## config.mk

```make
export PLATFORM = sky130hd
export DESIGN_NAME = ceespu_execute_flat
export DESIGN_NICKNAME = d
export VERILOG_FILES = /design/src/rtl/ceespu_pkg.sv /design/src/rtl/ceespu_execute_if.sv /design/src/rtl/ceespu_multiplier.sv /design/src/rtl/ceespu_execute.sv /design/src/flat_wrapper.sv
export SDC_FILE = /design/constraint.sdc
export NUM_CORES = 1
export LEC_CHECK = 0
export ABC_AREA = 0
export CORE_MARGIN = 3
export CORE_UTILIZATION = 55
export DETAILED_ROUTE_END_ITERATION = 6
export HOLD_SLACK_MARGIN = 0.1
export PLACE_DENSITY = 0.89
export SLEW_MARGIN = 20
export SYNTH_ARGS = -nofsm -noshare
export SYNTH_HDL_FRONTEND = slang
export SYNTH_HIERARCHICAL = 1
export SYNTH_SLANG_ARGS = --single-unit
export TNS_END_PERCENT = 10
```

## constraint.sdc

```tcl
create_clock -name I_clk -period 5.35 [get_ports I_clk]
set_clock_uncertainty 0.2 [all_clocks]
set_input_delay 1.605 -clock I_clk [delete_from_list [all_inputs] [get_ports I_clk]]
set_output_delay 1.605 -clock I_clk [all_outputs]
set_load 0.005 [all_outputs]
```

## src/rtl/ceespu_pkg.sv

```systemverilog
// Shared ceespu encodings: ALU opcodes, carry-in/writeback/branch selects,
// multiplier state enum and the branch-condition helper.
package ceespu_pkg;

    localparam logic [3:0] ALU_ADD    = 4'd0;
    localparam logic [3:0] ALU_OR     = 4'd1;
    localparam logic [3:0] ALU_AND    = 4'd2;
    localparam logic [3:0] ALU_XOR    = 4'd3;
    localparam logic [3:0] ALU_SEXT8  = 4'd4;
    localparam logic [3:0] ALU_SEXT16 = 4'd5;
    localparam logic [3:0] ALU_SHL    = 4'd6;
    localparam logic [3:0] ALU_SHR    = 4'd7;
    localparam logic [3:0] ALU_SAR    = 4'd8;
    localparam logic [3:0] ALU_MUL    = 4'd9;

    localparam logic [1:0] CIN_ZERO   = 2'd0;
    localparam logic [1:0] CIN_CFLAG  = 2'd1;
    localparam logic [1:0] CIN_CFLAG2 = 2'd2;
    localparam logic [1:0] CIN_ONE    = 2'd3;

    localparam logic [1:0] WE_ALU  = 2'd0;
    localparam logic [1:0] WE_MEM  = 2'd1;
    localparam logic [1:0] WE_LINK = 2'd3;

    localparam logic [2:0] BR_ALWAYS  = 3'd0;
    localparam logic [2:0] BR_Z       = 3'd1;
    localparam logic [2:0] BR_NZ      = 3'd2;
    localparam logic [2:0] BR_C       = 3'd3;
    localparam logic [2:0] BR_NC      = 3'd4;
    localparam logic [2:0] BR_N       = 3'd5;
    localparam logic [2:0] BR_NN      = 3'd6;
    localparam logic [2:0] BR_ALWAYS2 = 3'd7;

    typedef enum logic [1:0] {
        MUL_IDLE = 2'd0,
        MUL_BUSY = 2'd1,
        MUL_DONE = 2'd2
    } mul_state_e;

    // flags are packed {N,Z,C}
    function automatic logic branch_cond(input logic [2:0] op, input logic [2:0] flags);
        logic taken;
        case (op)
            BR_ALWAYS:  taken = 1'b1;
            BR_Z:       taken = flags[1];
            BR_NZ:      taken = ~flags[1];
            BR_C:       taken = flags[0];
            BR_NC:      taken = ~flags[0];
            BR_N:       taken = flags[2];
            BR_NN:      taken = ~flags[2];
            BR_ALWAYS2: taken = 1'b1;
            default:    taken = 1'b0;
        endcase
        return taken;
    endfunction

endpackage

```

## src/rtl/ceespu_execute_if.sv

```systemverilog
// Decode-to-execute bundle and execute result/branch/stall outputs.
interface ceespu_execute_if;
    logic [31:0] I_dataA;
    logic [31:0] I_dataB;
    logic [3:0]  I_aluop;
    logic [1:0]  I_selCin;
    logic        I_we;
    logic [4:0]  I_regD;
    logic [1:0]  I_selWe;
    logic [3:0]  I_selMem;
    logic        I_isBranch;
    logic [2:0]  I_branchOp;
    logic [13:0] I_branchAddress;
    logic [13:0] I_PC;

    logic [31:0] O_result;
    logic        O_we;
    logic [4:0]  O_regD;
    logic [1:0]  O_selWe;
    logic [3:0]  O_selMem;
    logic        O_branchTaken;
    logic [13:0] O_branchTarget;
    logic        O_flush;
    logic        O_stall;
    logic [2:0]  O_flags;

    modport master (
        output I_dataA, I_dataB, I_aluop, I_selCin, I_we, I_regD, I_selWe, I_selMem,
               I_isBranch, I_branchOp, I_branchAddress, I_PC,
        input  O_result, O_we, O_regD, O_selWe, O_selMem, O_branchTaken,
               O_branchTarget, O_flush, O_stall, O_flags
    );

    modport slave (
        input  I_dataA, I_dataB, I_aluop, I_selCin, I_we, I_regD, I_selWe, I_selMem,
               I_isBranch, I_branchOp, I_branchAddress, I_PC,
        output O_result, O_we, O_regD, O_selWe, O_selMem, O_branchTaken,
               O_branchTarget, O_flush, O_stall, O_flags
    );
endinterface

```

## src/rtl/ceespu_multiplier.sv

```systemverilog
// Iterative 32x32 (low word) multiplier with start/busy/done handshake.
// Defining CEESPU_FAST_MUL_EN swaps in a single-cycle combinational multiply.
module ceespu_multiplier
    import ceespu_pkg::*;
#(
    parameter int STEP_BITS = 8
) (
    input  logic        clk,
    input  logic        rst_n,
    input  logic        start_i,
    input  logic [31:0] a_i,
    input  logic [31:0] b_i,
    output logic        busy_o,
    output logic        done_o,
    output logic [31:0] product_o
);
`ifdef CEESPU_FAST_MUL_EN
    assign busy_o    = 1'b0;
    assign done_o    = start_i;
    assign product_o = a_i * b_i;
`else
    localparam int STEPS = 32 / STEP_BITS;

    mul_state_e  state_q, state_d;
    logic [31:0] a_q, a_d, b_q, b_d, acc_q, acc_d;
    logic [2:0]  count_q, count_d;
    logic [31:0] pp_s;

    // Partial product: whole A (pre-shifted) times the next STEP_BITS slice of B.
    always_comb begin
        pp_s = a_q * {{(32 - STEP_BITS){1'b0}}, b_q[STEP_BITS-1:0]};
    end

    // Next-state and datapath update for the multiply sequencer.
    always_comb begin
        state_d = state_q;
        a_d     = a_q;
        b_d     = b_q;
        acc_d   = acc_q;
        count_d = count_q;
        case (state_q)
            MUL_IDLE: begin
                if (start_i) begin
                    state_d = MUL_BUSY;
                    a_d     = a_i;
                    b_d     = b_i;
                    acc_d   = 32'd0;
                    count_d = 3'd0;
                end else begin
                    state_d = MUL_IDLE;
                end
            end
            MUL_BUSY: begin
                acc_d   = acc_q + pp_s;
                a_d     = a_q << STEP_BITS;
                b_d     = b_q >> STEP_BITS;
                count_d = count_q + 3'd1;
                if (count_q == 3'(STEPS - 1)) begin
                    state_d = MUL_DONE;
                end else begin
                    state_d = MUL_BUSY;
                end
            end
            MUL_DONE: state_d = MUL_IDLE;
            default:  state_d = MUL_IDLE;
        endcase
    end

    // Sequencer registers; reset aborts any multiply in flight.
    always_ff @(posedge clk or negedge rst_n) begin
        if (!rst_n) begin
            state_q <= MUL_IDLE;
            a_q     <= 32'd0;
            b_q     <= 32'd0;
            acc_q   <= 32'd0;
            count_q <= 3'd0;
        end else begin
            state_q <= state_d;
            a_q     <= a_d;
            b_q     <= b_d;
            acc_q   <= acc_d;
            count_q <= count_d;
        end
    end

    // Busy covers the accepting IDLE cycle too so upstream holds the MUL.
    assign busy_o    = ((state_q == MUL_IDLE) && start_i) || (state_q == MUL_BUSY);
    assign done_o    = (state_q == MUL_DONE);
    assign product_o = acc_q;
`endif
endmodule

```

## src/rtl/ceespu_execute.sv

```systemverilog
// ceespu execute stage: ALU, Z/N/C flags, branch resolution, multiplier stall
// and the result register. CEESPU_FAST_MUL_EN selects the single-cycle multiplier.
module ceespu_execute
    import ceespu_pkg::*;
#(
    parameter int MUL_STEP_BITS = 8
) (
    input  logic             I_clk,
    input  logic             I_rst_n,
    ceespu_execute_if.slave  bus
);
    logic        cin_s;
    logic [32:0] sum_s;
    logic [31:0] alu_s, result_s, mul_product_s;
    logic [13:0] link_pc_s;
    logic        mul_start_s, mul_busy_s, mul_done_s, stall_s;

    logic [31:0] result_q, result_d;
    logic        we_q, we_d;
    logic [4:0]  regd_q, regd_d;
    logic [1:0]  selwe_q, selwe_d;
    logic [3:0]  selmem_q, selmem_d;
    logic [2:0]  flags_q, flags_d;

    assign mul_start_s = (bus.I_aluop == ALU_MUL) && bus.I_we;

    ceespu_multiplier #(.STEP_BITS(MUL_STEP_BITS)) u_mul (
        .clk       (I_clk),
        .rst_n     (I_rst_n),
        .start_i   (mul_start_s),
        .a_i       (bus.I_dataA),
        .b_i       (bus.I_dataB),
        .busy_o    (mul_busy_s),
        .done_o    (mul_done_s),
        .product_o (mul_product_s)
    );

    assign stall_s = I_rst_n & mul_busy_s;

    // Carry-in select and the shared ADD/SUB adder.
    always_comb begin
        case (bus.I_selCin)
            CIN_ZERO:   cin_s = 1'b0;
            CIN_CFLAG:  cin_s = flags_q[0];
            CIN_CFLAG2: cin_s = flags_q[0];
            CIN_ONE:    cin_s = 1'b1;
            default:    cin_s = 1'b0;
        endcase
        sum_s = {1'b0, bus.I_dataA} + {1'b0, bus.I_dataB} + {32'd0, cin_s};
    end

    // ALU operation select.
    always_comb begin
        case (bus.I_aluop)
            ALU_ADD:    alu_s = sum_s[31:0];
            ALU_OR:     alu_s = bus.I_dataA | bus.I_dataB;
            ALU_AND:    alu_s = bus.I_dataA & bus.I_dataB;
            ALU_XOR:    alu_s = bus.I_dataA ^ bus.I_dataB;
            ALU_SEXT8:  alu_s = {{24{bus.I_dataA[7]}}, bus.I_dataA[7:0]};
            ALU_SEXT16: alu_s = {{16{bus.I_dataA[15]}}, bus.I_dataA[15:0]};
            ALU_SHL:    alu_s = bus.I_dataA << bus.I_dataB[4:0];
            ALU_SHR:    alu_s = bus.I_dataA >> bus.I_dataB[4:0];
            ALU_SAR:    alu_s = 32'($signed(bus.I_dataA) >>> bus.I_dataB[4:0]);
            ALU_MUL:    alu_s = mul_done_s ? mul_product_s : 32'd0;
            default:    alu_s = 32'd0;
        endcase
    end

    assign link_pc_s = bus.I_PC + 14'd1;
    assign result_s  = (bus.I_selWe == WE_LINK) ? {16'd0, link_pc_s, 2'b00} : alu_s;

    // Result bundle and flag next-state; a stall loads a bubble and holds the flags.
    always_comb begin
        result_d = 32'd0;
        we_d     = 1'b0;
        regd_d   = 5'd0;
        selwe_d  = 2'd0;
        selmem_d = 4'd0;
        flags_d  = flags_q;
        if (stall_s) begin
            flags_d = flags_q;
        end else begin
            result_d = result_s;
            we_d     = bus.I_we;
            regd_d   = bus.I_regD;
            selwe_d  = bus.I_selWe;
            selmem_d = bus.I_selMem;
            if (bus.I_we && (bus.I_selWe == WE_ALU) && !bus.I_isBranch) begin
                flags_d[2] = alu_s[31];
                flags_d[1] = (alu_s == 32'd0);
                if (bus.I_aluop == ALU_ADD) begin
                    flags_d[0] = sum_s[32];
                end else begin
                    flags_d[0] = flags_q[0];
                end
            end else begin
                flags_d = flags_q;
            end
        end
    end

    // Output and flag registers.
    always_ff @(posedge I_clk or negedge I_rst_n) begin
        if (!I_rst_n) begin
            result_q <= 32'd0;
            we_q     <= 1'b0;
            regd_q   <= 5'd0;
            selwe_q  <= 2'd0;
            selmem_q <= 4'd0;
            flags_q  <= 3'd0;
        end else begin
            result_q <= result_d;
            we_q     <= we_d;
            regd_q   <= regd_d;
            selwe_q  <= selwe_d;
            selmem_q <= selmem_d;
            flags_q  <= flags_d;
        end
    end

    assign bus.O_result       = result_q;
    assign bus.O_we           = we_q;
    assign bus.O_regD         = regd_q;
    assign bus.O_selWe        = selwe_q;
    assign bus.O_selMem       = selmem_q;
    assign bus.O_flags        = flags_q;
    assign bus.O_branchTaken  = I_rst_n & bus.I_isBranch & branch_cond(bus.I_branchOp, flags_q);
    assign bus.O_branchTarget = bus.I_branchAddress;
    assign bus.O_flush        = bus.O_branchTaken;
    assign bus.O_stall        = stall_s;
endmodule

```

## src/flat_wrapper.sv

```systemverilog
// flat-port wrapper written by rule: the top's interface ports become plain ports
module ceespu_execute_flat import ceespu_pkg::*;
#(
    parameter int MUL_STEP_BITS = 8
)
  (I_clk, I_rst_n, bus_I_dataA, bus_I_dataB, bus_I_aluop, bus_I_selCin, bus_I_we, bus_I_regD, bus_I_selWe, bus_I_selMem, bus_I_isBranch, bus_I_branchOp, bus_I_branchAddress, bus_I_PC, bus_O_result, bus_O_we, bus_O_regD, bus_O_selWe, bus_O_selMem, bus_O_branchTaken, bus_O_branchTarget, bus_O_flush, bus_O_stall, bus_O_flags);
  ceespu_execute_if bus_i ();
  input  logic I_clk;
  input  logic I_rst_n;
  input wire logic [$bits(bus_i.I_dataA)-1:0] bus_I_dataA;
  input wire logic [$bits(bus_i.I_dataB)-1:0] bus_I_dataB;
  input wire logic [$bits(bus_i.I_aluop)-1:0] bus_I_aluop;
  input wire logic [$bits(bus_i.I_selCin)-1:0] bus_I_selCin;
  input wire logic [$bits(bus_i.I_we)-1:0] bus_I_we;
  input wire logic [$bits(bus_i.I_regD)-1:0] bus_I_regD;
  input wire logic [$bits(bus_i.I_selWe)-1:0] bus_I_selWe;
  input wire logic [$bits(bus_i.I_selMem)-1:0] bus_I_selMem;
  input wire logic [$bits(bus_i.I_isBranch)-1:0] bus_I_isBranch;
  input wire logic [$bits(bus_i.I_branchOp)-1:0] bus_I_branchOp;
  input wire logic [$bits(bus_i.I_branchAddress)-1:0] bus_I_branchAddress;
  input wire logic [$bits(bus_i.I_PC)-1:0] bus_I_PC;
  output wire logic [$bits(bus_i.O_result)-1:0] bus_O_result;
  output wire logic [$bits(bus_i.O_we)-1:0] bus_O_we;
  output wire logic [$bits(bus_i.O_regD)-1:0] bus_O_regD;
  output wire logic [$bits(bus_i.O_selWe)-1:0] bus_O_selWe;
  output wire logic [$bits(bus_i.O_selMem)-1:0] bus_O_selMem;
  output wire logic [$bits(bus_i.O_branchTaken)-1:0] bus_O_branchTaken;
  output wire logic [$bits(bus_i.O_branchTarget)-1:0] bus_O_branchTarget;
  output wire logic [$bits(bus_i.O_flush)-1:0] bus_O_flush;
  output wire logic [$bits(bus_i.O_stall)-1:0] bus_O_stall;
  output wire logic [$bits(bus_i.O_flags)-1:0] bus_O_flags;
  assign bus_i.I_dataA = bus_I_dataA;
  assign bus_i.I_dataB = bus_I_dataB;
  assign bus_i.I_aluop = bus_I_aluop;
  assign bus_i.I_selCin = bus_I_selCin;
  assign bus_i.I_we = bus_I_we;
  assign bus_i.I_regD = bus_I_regD;
  assign bus_i.I_selWe = bus_I_selWe;
  assign bus_i.I_selMem = bus_I_selMem;
  assign bus_i.I_isBranch = bus_I_isBranch;
  assign bus_i.I_branchOp = bus_I_branchOp;
  assign bus_i.I_branchAddress = bus_I_branchAddress;
  assign bus_i.I_PC = bus_I_PC;
  assign bus_O_result = bus_i.O_result;
  assign bus_O_we = bus_i.O_we;
  assign bus_O_regD = bus_i.O_regD;
  assign bus_O_selWe = bus_i.O_selWe;
  assign bus_O_selMem = bus_i.O_selMem;
  assign bus_O_branchTaken = bus_i.O_branchTaken;
  assign bus_O_branchTarget = bus_i.O_branchTarget;
  assign bus_O_flush = bus_i.O_flush;
  assign bus_O_stall = bus_i.O_stall;
  assign bus_O_flags = bus_i.O_flags;
  ceespu_execute #(.MUL_STEP_BITS(MUL_STEP_BITS)) u_core (.I_clk(I_clk), .I_rst_n(I_rst_n), .bus(bus_i));
endmodule
```

==> results of run 1 <==
repair_timing:
item | CTS | global route
resized for setup | 15 | 32
endpoints found under the hold margin | 0 | 0
cloned | 0 | 2
pin swaps | 8 | 9
endpoints found under the setup margin | 9 | 14
setup buffers | 1 | 1
worst min-delay path: stages (launching register included):
cell,delay [ps]
dfrtp_1,350
nand2_1,50
o21ai_0,60
metrics by stage:
step / hold slack [ps] / total power, uW / utilization, % / std cells
after floorplan: 250 / 12300 / - / 2702
after CTS: 294 / 18800 / 70.6 / 3687
final: 289 / 19500 / 70.9 / 3691
after global placement: 265 / 16300 / 69.0 / 3654
after detailed placement: 279 / 17300 / 69.0 / 3654
after global routing: 311 / 21200 / 70.9 / 3690
final cells by class:
type | instances | area (sq um)
Fill cell | 2910 | 11600
Clock buffer | 18 | 429
Antenna cell | 1 | 2.50
Clock inverter | 14 | 160
Multi-Input combinational cell | 2009 | 16600
Sequential cell | 148 | 3720
Tap cell | 525 | 657
Inverter | 337 | 1260
Timing Repair Buffer | 639 | 5510
flip-flops by register name, indices dropped and copies added (netlist names):
signal	flops
u_core/bus.O_flags	3
u_core/bus.O_result	32
u_core/bus.O_selWe	2
u_core/bus.O_selMem	4
u_core/bus.O_we	1
u_core/u_mul/a_q	32
u_core/u_mul/count_q	3
u_core/bus.O_regD	5
u_core/u_mul/state_q	2
u_core/u_mul/b_q	32
u_core/u_mul/product_o	32
kinds of logic after synthesis:
family                     after synthesis  synth area share [%]
and+or+nand+nor                        864                  19.5
DFF                                    148                  16.6
buffers and inverters                  545                  9.90
adders and majority gates              299                  23.1
xor gates and xnor gates                49                  2.02
AOI/OAI and AO/OA                      624                  18.4
muxes                                  173                  10.5
placed cells by master (no fill, tap or decap), types with 19 or more instances in the layout:
cell               n
xor2_1            19
nor2b_1           20
a21o_1            25
nand4_1           27
o22ai_1           32
buf_4            460
nand2_1          290
inv_1            335
or3_1             19
a22o_1            24
mux2i_1           94
fa_1             186
a21oi_1          111
a211oi_1          42
and2_1           169
nand3_1           60
o211ai_1          20
a22oi_1           21
o21ai_0          166
xnor2_1           28
ha_1             111
nor2_1           143
clkdlybuf4s50_1  140
nor3_1            21
mux4_2            40
a31oi_1           25
clkbuf_16         19
mux2_2            34
buf_12            27
dfrtp_1          131
path summary, 6_finish.rpt:
kind / cells after the start / slack (ps) / endpoint
worst max-delay path: 15 / 7 / u_core/u_mul/product_o[25]
worst min-delay path: 2 / 290 / u_core/u_mul/b_q[11]
worst max register to register: 15 / 7 / u_core/u_mul/product_o[25]
worst min register to register: 2 / 290 / u_core/u_mul/b_q[11]
max in group asynchronous: 3 / 2620 / u_core/u_mul/b_q[1]
min in group asynchronous: 2 / 950 / u_core/bus.O_result[8]
per-layer routing:
metal / vias up / GRT usage (%) / share of wire [%]
li1: 10189 / - / -
met1: 11857 / 62.3 / 35
met2: 2247 / 71.6 / 42
met5: - / 0 / 0.011
met3: 578 / 16.1 / 15
met4: 2 / 31.0 / 8.3
report_power, final:
part / switching [uW] / internal (uW) / total (uW)
clock: 625 / 665 / 1290
combinational: 9510 / 6530 / 16000
sequential: 660 / 1550 / 2210
==> results list, run 1 <==
- GR Util All Layers: 48.8%
- Timing would allow up to 187 MHz.
- In the synthesized netlist the async set-or-reset flop fraction comes to 100%.
* Maximum count of clock buffers along a single path: 2
- Critical Path Source: u_core/u_mul/b_q[4]
* Power density over the cells: 690 nW/um^2
- Starting density of the core: 56.0%
- Clock tree from TritonCTS: yes
- TritonCTS created 17 clock buffers.
- The area growth from synthesis to layout is 26.7%.
- The run finished with clean final reports.
* Routed vias/inst: 6.74
- RSZ-0062 raised after global routing: yes
* Total die area: 43,100 sq um
- In the final design database the tool counted 3,567 nets.
- Final RePlAce weighted congestion: 1.14
* Vias in the first global route: 24,888
- The die is 208 microns wide.
- Mean routed wirelength per cell: 29.2 microns
* Maximum number of pins on one net before global-route repair: 93
* Total iterations of the first detailed-routing run: 6
- Register clock-pin slew on the reported worst setup and hold paths: 80 ps
- Cell Rows: 73
- The worst-case IR drop observed on VDD is 2.18 mV.
- Post-route standard cell area excluding fillers: 28,300 sq um
- The final number of hold-violating endpoints was 0.
* CP max FO: 16
- CP Capture Type: flip-flop
- Share of the cycle needed by the critical path after routing: 99.9%
- Startpoint of the tightest hold check path: u_core/u_mul/b_q[11]
- The routed layout has 24,873 vias.
- A synthesized cell averages 8.27 sq um.
* Remaining antenna violation count after routing: 0
* Global-route wire length before repair: 158,000 microns
- Htree depth: 4
- Worst setup path class: flip-flop to flip-flop
* Number of distinct library cell variants in the gate-level netlist after synthesis: 96
- Post-synth top flop: dfrtp_1
- Share of the synthesized area in the top cell type: 16.8%
- Traced cell by cell, the critical path runs through and2_1 -> fa_1 -> fa_1 -> fa_1 -> inv_1 -> fa_1 -> inv_1 -> ha_1 -> a21oi_1 -> o21ai_0 -> a32oi_1 -> nand3_2 -> o311a_1 -> o2111ai_1 -> or3b_1.
- Slowest CP cell: dfrtp_2
- The first routing iteration left 4,008 violations.
* Antenna violations before repair: 3
- The path class of the tightest hold or removal check is flip-flop to flip-flop.
* Most area-consuming cells after synthesis: fa_1 (17%), dfrtp_1 (17%), ha_1 (6.2%)
- After clock tree synthesis, the flow added hold-fix buffers numbering 0.
- Sequential-to-total area share from yosys stat: 16.6%
- Overflow left after global routing: 0
- The worst setup path is launched from a flip-flop.
- Across the run, the number of max-cap violations was 0.
- Die Height: 208 microns
- Remaining design rule violation count: 0
- Clock tree synthesis selected as its root buffer the cell clkbuf_16.
- Layout cell share with drive strength beyond 1: 21.5%
- The worst register-to-register path begins at u_core/u_mul/b_q[4].
- Area of the core region: 39,900 sq um
* Register bit count reported by yosys: 148
* Critical path data required time: 5500 ps
- Most frequent cell after synthesis: inv_1
* Clock latency on the worst-skew pair: 490 ps
- The routed design could run at a clock period as short as 5340 ps.
* Number of sinks driven by the clock tree: 148
- Number of enable-type register cells in the synthesized netlist: 0
- Final Slew Violations: 0
* Leakage power: 0.0136 uW
- Net count after synthesis: 3,117
- Setup violations remaining at the end of the flow were counted as 0.
- The worst pin sits at a relative slew slack of 35.0%.
* Post-detail-place hpwl: 85,300 microns
- After detailed placement, the total cell area comes to 27,500 sq um.
- Cell taking the most area after synthesis: fa_1
- Post-Syn Area: 22,300 sq um
- Top cells by instance count after synthesis: inv_1 (335), nand2_1 (290), fa_1 (188)
* Kind of cell adding the most delay to the critical path: adder cells
* Total number of yosys warnings: 6
- The critical path contains buffers and inverters numbering 2 combined.
* Slew at the pin closest to its max-slew limit: 974 ps
- Quantity of I/O buffers inserted on ports: 151
* Pre-CTS WS: -914 ps
- Pin placement for this block handled 180 I/O pins.
- For this run, the slowest stage of the critical path takes 630 ps.
- Critical path arrival: 5490 ps
* Final TNS setup: 0 ps
- Instance count of the mapped netlist: 2,702
* Smallest setup slack after layout: 7.05 ps
- Summed over all layers, the routed wires come to 108,000 microns.
- In this design, the critical path's most frequently occurring cell is fa_1.
(Power assumes the default switching activity.)
==> run 2: changes to the inputs <==
--- a/config.mk
+++ b/config.mk
@@ -6,11 +6,13 @@
 export NUM_CORES = 1
 export LEC_CHECK = 0
 export ABC_AREA = 0
+export CAP_MARGIN = 30
 export CORE_MARGIN = 3
 export CORE_UTILIZATION = 55
 export DETAILED_ROUTE_END_ITERATION = 6
 export HOLD_SLACK_MARGIN = 0.1
 export PLACE_DENSITY = 0.89
+export RECOVER_POWER = 25
 export SLEW_MARGIN = 20
 export SYNTH_ARGS = -nofsm -noshare
 export SYNTH_HDL_FRONTEND = slang
==> run 2 against run 1 <==
Net effect:
- design area about the same
- critical endpoint unchanged
- first-iteration DRC count rose by 4.1%
- the run now ends with DRC, capacitance limit, slew limit left
- maximum frequency is 0.21% higher
- largest cell class unchanged
- via count grew 0.47%
- worst hold slack better by 11 ps
==> results list, run 2 (same netlist as run 1, synthesis figures left out) <==
- The run finished, with violations left.
- The checks that failed: DRC, capacitance limit, slew limit.
* Smallest setup slack after layout: 18.0 ps (+10.9 ps)
* Number of sinks driven by the clock tree: 148 (unchanged)
- Max_cap viols: 2 (+2)
- Total die area: 43,100 sq um (unchanged)
* Top-level I/O count: 180 (unchanged)
- The headroom to the max-slew limit is -125% (-160 points).
- The post-placement cell area is 27,500 sq um (unchanged).
- TritonCTS built the clock tree.
- Leakage power: 0.0136 uW (about the same)
- Cell Rows: 73 (unchanged)
- Library cell appearing most often on the critical path: fa_1
- The switching power was 10,800 uW (+0.10%).
- CP max FO: 10 (-6)
- Overflow left after global routing: 0 (unchanged)
- The number of buffers added to fix hold violations after cts came to 0 (unchanged).
* Total Wirelength: 108,000 microns (about the same)
* CP Launch Type: flip-flop
- The number of buffers created by CTS came to 17 (unchanged).
* Layout cell share with drive strength beyond 1: 21.4% (-0.10 points)
- The number of H-tree branching levels was 4 (unchanged).
* Portion of total power attributed to sequential cells: 11.3% (about the same)
- The largest incremental delay on the critical path came to 550 ps (-80 ps).
- The effective utilization at floorplan is 56.0% (unchanged).
* Minimum clock period after layout: 5330 ps (-10.9 ps)
- Area of the core region: 39,900 sq um (unchanged)
- The die extent in x is 208 microns (unchanged).
- The final number of hold-violating endpoints is 0 (unchanged).
* Startpoint of the tightest hold check path: u_core/u_mul/b_q[11]
* Register clock-pin slew on the reported worst setup and hold paths: 70 ps (about the same)
- Int Power: 8750 uW (about the same)
- Highest-count cells in the layout ignoring fill and taps: buf_4 (457), inv_1 (335), nand2_1 (290)
- Traced cell by cell, the critical path runs through and2_1 -> fa_1 -> fa_1 -> fa_1 -> inv_1 -> fa_1 -> inv_1 -> ha_1 -> a21oi_2 -> o21ai_1 -> a32oi_1 -> nand3_2 -> o311a_1 -> o2111ai_1 -> or3b_1.
- CP Capture Type: flip-flop
- The transition time at the pin with the least slew margin came to 3380 ps (+2400 ps).
- Area growth from synthesis to layout: 26.8% (about the same)
* Mean routed wirelength per cell: 29.2 microns (about the same)
- Remaining design rule violation count: 6 (+6)
* RSZ-0062 raised after global routing: yes
- The final sum of negative setup slack is 0 ps (unchanged).
* Library cell used as clock root buffer: clkbuf_16
* Number of failing setup endpoints in the final timing report: 0 (unchanged)
- Tracing the worst setup path back leads to its startpoint at u_core/u_mul/a_q[7].
* Maximum number of pins on one net before global-route repair: 93 (unchanged)
- Vias in the first global route: 24,888 (unchanged)
- Critical path data required time: 5500 ps (about the same)
- Remaining antenna violation count after routing: 0 (unchanged)
* Via count of the routed design: 24,991 (+0.47%)
- The number of I/O port buffers was 151 (unchanged).
* Most frequent standard cell in the layout excluding fill and tap cells: buf_4
- Reg-to-reg startpoint: u_core/u_mul/a_q[7]
* Detailed router's first-iteration violation count: 4,174 (+4.1%)
* Final RePlAce weighted congestion: 1.14 (unchanged)
- Total iterations of the first detailed-routing run: 7 (+1)
* Pre-CTS WS: -914 ps (unchanged)
- The half-perimeter wire length after placement came to 85,300 microns (unchanged).
- Clock Power Share: 6.6% (about the same)
- Worst VDD drop: 2.19 mV (+0.48%)
- The power per cell area came to 690 nW/um^2 (about the same).
- Critical path arrival: 5480 ps (about the same)
* Antenna violations before repair: 3 (unchanged)
- The average via count per standard cell is 6.77 (+0.39%).
- The wire length of the first global-routing pass was 158,000 microns (unchanged).
- The achievable clock frequency came to 188 MHz (+0.21%).
- Slowest CP cell: dfrtp_1
- The path class of the tightest hold or removal check is flip-flop to flip-flop.
* Combinational cell fraction of total power: 82.1% (about the same)
- The worst-case clock buffer depth was 2 (unchanged).
- The worst setup path is of the flip-flop to flip-flop kind.
- Post-route standard cell area excluding fillers: 28,300 sq um (about the same)
- Clock latency on the worst-skew pair: 490 ps (about the same)
- The vertical die dimension is 208 microns (unchanged).
- The net total in the final layout was 3,568 (+0.028%).
- Share of the cycle needed by the critical path after routing: 99.7% (-0.20 points)
- The overall global routing resource usage was 48.8% (unchanged).
* Switching part of the total power: 55.3% (about the same)
- Final Slew Violations: 86 (+86)
[run 2: final cells by class]
type	count	area (sq um)
clock inverter	14	160
inverter	337	1260
fill	2911	11600
tap	525	657
multi-input combinational	2009	16600
sequential	148	3720
timing repair buffer	640	5520
clock buffer	18	429
antenna	3	7.51
[run 2: power by group through the flow]
stage,Combinational (uW),Clock (uW),Sequential [uW]
6_report,16100,1290,2210
5_1_grt,17700,1330,2220
4_1_cts,15300,1290,2130
3_5_place_dp,15200,0,2140
3_3_place_gp,14200,0,2100
2_1_floorplan,10500,0,1720
[run 2: through the flow]
step | utilization (%) | power [uW] | hold slack [ps] | std cells
finish | 71.0 | 19600 | 301 | 3694
global route | 71.0 | 21200 | 311 | 3691
CTS | 70.6 | 18800 | 294 | 3687
detailed placement | 69.0 | 17300 | 279 | 3654
global placement | 69.0 | 16300 | 265 | 3654
floorplan | - | 12300 | 250 | 2702
[run 2: layer usage]
metal / part of all wire, % / GRT usage [%] / up-vias
met3: 15 / 16.1 / 581
li1: - / - / 10184
met5: 0.011 / 0 / -
met1: 36 / 62.3 / 11938
met4: 8.4 / 31.0 / 2
met2: 41 / 71.6 / 2286
[run 2: repair_timing]
item | 4_1_cts | 5_1_grt
cloned | 0 | 2
gates resized for setup | 15 | 32
setup endpoints to repair | 9 | 14
pin swaps | 8 | 9
setup buffers | 1 | 1
[run 2: critical path, delay by kind of cell (launching register included)]
family	cells	cell delay (ps)
adder cells (fa/ha/maj)	5	2330
AO/OA/AOI/OAI	5	1100
AND/OR/NAND/NOR	3	900
flip-flops	1	550
buffers and inverters	2	120
[run 2: worst paths after layout]
check / end / slack, ps / cells after the start
setup / recovery: u_core/u_mul/product_o[25] / 20 / 15
hold / removal: u_core/u_mul/b_q[11] / 300 / 2
setup reg to reg: u_core/u_mul/product_o[25] / 20 / 15
hold reg to reg: u_core/u_mul/b_q[11] / 300 / 2
max in group asynchronous: u_core/u_mul/a_q[14] / 440 / 2
min in group asynchronous: u_core/bus.O_result[12] / 1600 / 2
